$ cat src/rtl/mem_lsu.sv
// mem_lsu: load/store initiator for a 256-word synchronous memory with range-checked requests
// Ports:
//   clk, rst_n                 clock, asynchronous active-low reset
//   i_req_valid/o_req_ready    request handshake (ready only in IDLE, registered)
//   i_req_we, i_req_addr       1 = write / 0 = read, word start address
//   i_req_wdata, i_req_len     write data, burst length minus 1 (reads only)
//   o_rsp_valid/_rdata/_last   response beat, read data (0 for write/error), final beat
//   o_rsp_err                  request rejected by range check
//   o_mem_addr/_wdata/_we      memory port
//   i_mem_rdata                memory read data, one cycle after o_mem_addr
module mem_lsu #(
   parameter int MEM_WORDS = 256
) (
   input  logic        clk,
   input  logic        rst_n,
   input  logic        i_req_valid,
   output logic        o_req_ready,
   input  logic        i_req_we,
   input  logic [15:0] i_req_addr,
   input  logic [15:0] i_req_wdata,
   input  logic [3:0]  i_req_len,
   output logic        o_rsp_valid,
   output logic [15:0] o_rsp_rdata,
   output logic        o_rsp_last,
   output logic        o_rsp_err,
   output logic [15:0] o_mem_addr,
   output logic [15:0] o_mem_wdata,
   output logic        o_mem_we,
   input  logic [15:0] i_mem_rdata
);
   typedef enum logic [2:0] {IDLE, READ, WRITE, ERR, DRAIN} state_t;
   state_t      r_state;
   logic        r_req_ready, r_rsp_valid, r_rsp_last, r_rsp_err, r_rd_beat, r_mem_we;
   logic [15:0] r_mem_addr, r_mem_wdata;
   logic [3:0]  r_cnt;
   logic [16:0] w_end;
   logic        w_err, w_accept;
   assign w_accept = i_req_valid && r_req_ready;
   // 17-bit sum so an address near 0xFFFF cannot wrap back into range
   assign w_end = {1'b0, i_req_addr} + (i_req_we ? 17'd0 : {13'd0, i_req_len});
   assign w_err = w_end >= 17'(MEM_WORDS);
   always_ff @(posedge clk or negedge rst_n) begin
      if (!rst_n) begin
         r_state     <= IDLE;
         r_req_ready <= 1'b0;
         r_rsp_valid <= 1'b0;
         r_rsp_last  <= 1'b0;
         r_rsp_err   <= 1'b0;
         r_rd_beat   <= 1'b0;
         r_mem_we    <= 1'b0;
         r_mem_addr  <= '0;
         r_mem_wdata <= '0;
         r_cnt       <= '0;
      end else begin
         r_rsp_valid <= 1'b0;
         r_rsp_last  <= 1'b0;
         r_rsp_err   <= 1'b0;
         r_rd_beat   <= 1'b0;
         r_mem_we    <= 1'b0;
         case (r_state)
            IDLE: begin
               if (w_accept) begin
                  r_req_ready <= 1'b0;
                  if (w_err) begin
                     r_state     <= ERR;
                     r_rsp_valid <= 1'b1;
                     r_rsp_err   <= 1'b1;
                     r_rsp_last  <= 1'b1;
                  end else if (i_req_we) begin
                     r_state     <= WRITE;
                     r_mem_we    <= 1'b1;
                     r_mem_addr  <= i_req_addr;
                     r_mem_wdata <= i_req_wdata;
                  end else begin
                     r_state    <= READ;
                     r_mem_addr <= i_req_addr;
                     r_cnt      <= i_req_len;
                  end
               end else begin
                  r_req_ready <= 1'b1;
               end
            end
            // each issue cycle schedules the matching response beat one cycle later
            READ: begin
               r_rsp_valid <= 1'b1;
               r_rd_beat   <= 1'b1;
               r_rsp_last  <= (r_cnt == 4'd0);
               if (r_cnt == 4'd0) begin
                  r_state <= DRAIN;
               end else begin
                  r_mem_addr <= r_mem_addr + 16'd1;
                  r_cnt      <= r_cnt - 4'd1;
               end
            end
            WRITE: begin
               r_rsp_valid <= 1'b1;
               r_rsp_last  <= 1'b1;
               r_state     <= DRAIN;
            end
            default: begin
               r_state     <= IDLE;
               r_req_ready <= 1'b1;
            end
         endcase
      end
   end
   assign o_req_ready = r_req_ready;
   assign o_rsp_valid = r_rsp_valid;
   assign o_rsp_last  = r_rsp_last;
   assign o_rsp_err   = r_rsp_err;
   assign o_rsp_rdata = r_rd_beat ? i_mem_rdata : 16'd0;
   assign o_mem_addr  = r_mem_addr;
   assign o_mem_wdata = r_mem_wdata;
   assign o_mem_we    = r_mem_we;
endmodule

$ cat config.mk
export PLATFORM = sky130hd
export DESIGN_NAME = mem_lsu
export DESIGN_NICKNAME = d
export VERILOG_FILES = /design/src/rtl/mem_lsu.sv
export SDC_FILE = /design/constraint.sdc
export NUM_CORES = 1
export LEC_CHECK = 0
export BUFFER_PORTS_ARGS = -buffer_cell sky130_fd_sc_hd__buf_2
export CORE_ASPECT_RATIO = 0.8
export CORE_MARGIN = 8
export CORE_UTILIZATION = 44
export CTS_CLUSTER_DIAMETER = 150
export CTS_CLUSTER_SIZE = 8
export DETAILED_ROUTE_END_ITERATION = 12
export PLACE_DENSITY = 0.77
export SYNTH_ARGS = -nofsm -noshare
export SYNTH_HDL_FRONTEND = slang
export SYNTH_SLANG_ARGS = --single-unit
$ cat constraint.sdc
create_clock -name clk -period 1.93 [get_ports clk]
set_input_delay 0.0965 -clock clk [delete_from_list [all_inputs] [get_ports clk]]
set_output_delay 0.0965 -clock clk [all_outputs]
set_load 0.005 [all_outputs]
Yosys cells after proc, flatten, opt, wreduce, memory -nomap -nowiden
Index checks and enable logic that the tools add are counted.

word-level totals
  bits in registers = 45
  bits in latches = 0
  memory bits (writable) = 0
  memory bits (read-only) = 0
  bits of input ports = 56
  output and inout port bits = 53
  memories kept = 0

cells by class
  $add $sub $neg = 3
  multiply operators = 0
  div/mod/pow operators = 0
  $lt $le $gt $ge = 1
  equal/unequal tests = 7
  shifts and indexed selects = 0
  mux-type cells = 28
  bitwise logic cells = 1
  reduce and logical (&&, ||, !) cells = 9

operator list
  operator                                                                number
  16-bit two-way mux                                                      4
  16-bit case mux with 2 select lines                                     1
  4-bit two-way mux                                                       5
  16-bit by 4-bit adder with 17-bit output                                1
  17-bit by 9-bit >= comparator with 1-bit output, second input constant  1
  16-bit by 1-bit adder with 16-bit output, second input constant         1
  2-bit != test, second input constant                                    5
  1-bit two-way mux                                                       9
  3-bit case mux with 3 select lines                                      1
  4-bit case mux with 2 select lines                                      1
  4-bit AND reduction                                                     2
  3-bit two-way mux                                                       2
  5-bit AND reduction                                                     1
  4-bit zero test                                                         1
  2-bit two-way mux                                                       2
  1-bit case mux with 2 select lines                                      2
  4-bit by 1-bit subtractor with 4-bit output, second input constant      1
  3-bit by 1-bit equality test with 1-bit output, second input constant   1
  3-bit by 2-bit equality test with 1-bit output, second input constant   1
  3-bit zero test                                                         1
  1-bit case mux with 3 select lines                                      1
  2-bit AND reduction                                                     1
  2-bit nonzero test                                                      1
  2-bit OR reduction                                                      1
  2 further kinds                                                         2

Longest topological paths before layout
  word-level depth = 6
  gate-level depth with buffers = 11

Worst setup path after synthesis
No wires, ideal clock.

  kind = input to register
  start = input port i_req_len[0]
  end = register r_mem_addr[0] (netlist: o_mem_addr[0])
  data arrival time = 2543 ps
  required time = 1798 ps
  path slack = -745 ps
  cell stages on the path = 11
  buffers on the path = 1
  path through = nor2b_1 ha_1 fa_1 a211oi_1 nor3_1 a311o_1 a32oi_2 and4_4 buf_6 nor3b_1 or3b_1

between the ends
  word-level cells in the longest chain between the ends = 5

RTL lines
  item                                             RTL line  source
  start: declaration                               21        input logic [3:0] i_req_len,
  4-bit two-way mux                                40        assign w_end = {1'b0, i_req_addr} + (i_req_we ? 17'd0 : {13'd0, i_req_len});
  16-bit by 4-bit adder with 17-bit output         40
  17-bit by 9-bit >= comparator with 1-bit output  41        assign w_err = w_end >= 17'(MEM_WORDS);
  2-bit != test (no source line)                   -
  4-bit AND reduction (no source line)             -
  end signal: assignment                           72        r_mem_addr <= i_req_addr;
  end signal: assignment                           76        r_mem_addr <= i_req_addr;
  end signal: assignment                           91        r_mem_addr <= r_mem_addr + 16'd1;
  end: declaration                                 34        logic [15:0] r_mem_addr, r_mem_wdata;

No other way between the ends.
A chain may end at the register's enable or synchronous reset.

Final worst setup path
  start = input port i_req_len[3]
  end = register r_mem_wdata[6] (netlist: o_mem_wdata[6])

between the ends
  word-level cells in the longest chain between the ends = 5

RTL lines
  item                                             RTL line  source
  4-bit two-way mux                                40
  16-bit by 4-bit adder with 17-bit output         40
  17-bit by 9-bit >= comparator with 1-bit output  41
  1-bit NOT (no source line)                       -
  4-bit AND reduction (no source line)             -
  end signal: assignment                           73        r_mem_wdata <= i_req_wdata;
  end: declaration                                 34

No other way between the ends.

==> flow_metrics.env <==
export IMPL_numCtsBuffers=5
export IMPL_clkTransAtPathRegs_ps=80
export IMPL_crit_path_start_kind="input port"
export IMPL_hold_viol=0
export IMPL_utilization_pct=68.8
export IMPL_critPathKind="input port to flip-flop"
export IMPL_dieHeight_um=85.2
export IMPL_clockRootBuffer="clkbuf_8"
export IMPL_outcome="complete, but fails checks"
export IMPL_slew_viol_final=0
export IMPL_syn_instance_count=265
export IMPL_max_vdd_ir_drop_mv=0.445
export IMPL_ioPinCount=109
export IMPL_powerDensity_nw_per_um2=1030
export IMPL_clkLatencyLatePin_ps=290
export IMPL_numPortBuffers=108
export IMPL_worst_pin_slew_ps=388
export IMPL_wirelength_um=8250
export IMPL_antenna_cells=0
export IMPL_synth_ff_type="dfrtp_1"
export IMPL_placed_area_um2=3590
export IMPL_intPower_uw=2490
export IMPL_design_area_um2=4030
export IMPL_overflow=0
export IMPL_drc=0
export IMPL_drt_iter0_markers=144
export IMPL_rows=25
export IMPL_fmax_mhz=460
export IMPL_clockPowerShare_pct=13.7
export IMPL_vias=2685
export IMPL_setup_viol=41
export IMPL_ys_seq_area_share_pct=42.7
export IMPL_place_hpwl_um=5920
export IMPL_clockBufferDepth=2
export IMPL_finalPower_uw=4160
export IMPL_ant_nets=0
export IMPL_drtPass1Iterations=4
export IMPL_async_reset_ff_share_pct=100
export IMPL_swShare_pct=40.3
export IMPL_path_max_fanout=8
export IMPL_violations="setup timing"
export IMPL_syn_num_nets=329
export IMPL_end_kind="flip-flop"
export IMPL_syn_area_um2=2640
export IMPL_p_switching_uw=1680
export IMPL_wl_per_cell_um=16.3
export IMPL_area_growth_pct=52.8
export IMPL_cts_tree="built"
export IMPL_antenna_found_initial=0
export IMPL_worst_clock_skew_ps=3.15
export IMPL_slew_headroom_pct=74.0
export IMPL_htreeDepth=2
export IMPL_drive_gt1_share_pct=51.6
export IMPL_cp_required_ps=2110
export IMPL_grt_max_degree=46
export IMPL_die_area_um2=8740
export IMPL_synthDistinctLibCells=51
export IMPL_core_area_um2=5850
export IMPL_crit_arrival_ps=2360
export IMPL_cts_sinks=45
export IMPL_finalWorstSetupSlack_ps=-243
export IMPL_fp_dieW_um=103
export IMPL_seqPwrFrac_pct=33.4
export IMPL_final_net_count=489
export IMPL_yosys_warnings=0
export IMPL_synth_edf_count=0
export IMPL_period_needed_ps=2170
export IMPL_dp_slack_ps=-680
export IMPL_vias_per_cell=5.30
export IMPL_period_share_pct=113
export IMPL_grt_pass1_wl_um=12600
export IMPL_gp_congestion=0.887
export IMPL_avgSynthCellArea_um2=9.94
export IMPL_track_usage_pct=17.7
export IMPL_drv_cap=0
export IMPL_start_util_pct=45.0
export IMPL_pwr_share_comb_pct=53.0
export IMPL_grt_setup_unrepaired="yes"
export IMPL_hold_path_class="input port to flip-flop"
export IMPL_grt_pass1_vias=2715
export IMPL_power_leakage_uw=0.00200
export IMPL_ys_seq_elements=45
-- timing repair --
item / in CTS / in global routing
hold endpoints to repair: 45 / 0
setup buffers: 7 / 2
pin swaps: 8 / 10
cloned: 0 / 1
gates resized for setup: 23 / 28
hold buffers: 1 / 0
endpoints found under the setup margin: 41 / 41
-- final cells by class --
type / count / area (um2)
clock buffers: 6 / 72.6
clock inverters: 2 / 10.0
fillers: 428 / 1820
inverters: 6 / 22.5
multi-input cells: 208 / 1680
flip-flops and latches: 45 / 1130
well taps: 81 / 101
repair buffers: 159 / 1010
-- stage by stage --
step / cells / hold WS, ps / TNS [ps]
3_5_place_dp: 488 / 98.8 / -21730
4_1_cts: 504 / 20.1 / -6350
5_1_grt: 507 / 11.6 / -9440
2_1_floorplan: 265 / -199 / -12660
6_report: 507 / 26.3 / -6840
3_3_place_gp: 488 / 93.7 / -20350
-- cell families after synthesis --
family          share of synthesized area, %
fa+ha+maj                               4.08
simple gates                            24.8
flops                                   42.7
buf+inv                                 2.28
compound gates                          13.9
mux                                     9.88
xor+xnor                                2.33
-- path summary, 6_finish.rpt --
kind / endpoint / from / slack, ps / cells past startpoint
max in group asynchronous: o_mem_wdata[1]$_DFFE_PN0P_ / rst_n / 1390 / 3
min in group asynchronous: o_mem_addr[13]$_DFFE_PN0P_ / rst_n / 320 / 3
worst min-delay path: o_mem_wdata[15]$_DFFE_PN0P_ / i_req_wdata[15] / 30 / 2
worst max register to register: r_cnt[2]$_DFFE_PN0P_ / r_state[1]$_DFFE_PN0P_ / -130 / 8
worst max-delay path: o_mem_wdata[6]$_DFFE_PN0P_ / i_req_len[3] / -240 / 11
worst min register to register: o_mem_wdata[15]$_DFFE_PN0P_ / o_mem_wdata[15]$_DFFE_PN0P_ / 500 / 1
-- registers in the layout, summed over array words and instances (netlist names) --
name,cells
o_mem_addr,16
o_mem_wdata,16
o_mem_we,1
o_req_ready,1
o_rsp_err,1
o_rsp_last,1
o_rsp_valid,1
r_cnt,4
r_rd_beat,1
r_state,3
-- worst max-delay path: stages --
cell       delay [ps]
buf_2             110
nor2b_4           130
ha_4              260
nand4_1            80
o22a_2            290
or4_4             440
o311ai_4          100
and3_4            250
nand3_4           110
clkbuf_16         180
mux2_4            290
-- synthesized netlist by cell type (2+ instances only) --
cell       count  area, um2
a2111oi_0      2       17.5
a211oi_1       2       15.0
a21oi_1       14       70.1
a311o_1        2       20.0
and2_1        18        113
and3_1         4       25.0
buf_6          2       22.5
clkbuf_1       4       15.0
dfrtp_1       45       1130
ha_1           7       87.6
inv_1          5       18.8
mux2_2         8       90.1
mux2_4        10        150
mux2i_1        2       20.0
nand2_1       25       93.8
nand2b_1       3       18.8
nand3_1       10       50.1
nand3b_1       2       15.0
nand4_1        2       12.5
nand4b_1       3       26.3
nor2_1        17       63.8
nor2b_1        5       31.3
nor3_1        12       60.1
nor3b_1        3       22.5
o21ai_0       18       90.1
o221ai_1       2       17.5
o22ai_1        3       18.8
or2_2          3       18.8
or3_1          5       31.3
xnor2_1        5       43.8
xor2_1         2       17.5
-- power by group through the flow --
stage	sequential [uW]	clock, uW	combinational (uW)
after CTS	1390	585	2050
final	1390	569	2200
after global placement	1390	0	1860
after floorplan	1370	0	955
after global routing	1430	629	2410
after detailed placement	1400	0	1900
-- per-layer routing --
metal	vias up	wire, um	track usage, %
met5	-	0	0
met4	0	98	4.39
met3	12	914	6.62
met2	120	3870	30.0
met1	1273	3370	20.3
li1	1280	-	-
-- cells in the final DEF (no fill, tap or decap), types with 3 or more instances in the layout --
| cell type | n |
|---|---|
| xnor2_1 | 5 |
| nand2_1 | 25 |
| a21oi_1 | 14 |
| nor2_4 | 3 |
| dfrtp_1 | 45 |
| nand3_1 | 9 |
| o22ai_1 | 3 |
| nor3_1 | 10 |
| nand4b_1 | 3 |
| nor2b_4 | 3 |
| and3_1 | 3 |
| buf_6 | 9 |
| and2_1 | 18 |
| buf_2 | 106 |
| o21ai_0 | 16 |
| nand2b_1 | 3 |
| clkbuf_8 | 5 |
| nor2_1 | 13 |
| buf_4 | 39 |
| nor3b_1 | 3 |
| ha_4 | 3 |
| inv_1 | 5 |
| mux2_4 | 10 |
| mux2_2 | 8 |
| ha_1 | 4 |
| or3_1 | 5 |
(Power assumes the default switching activity.)
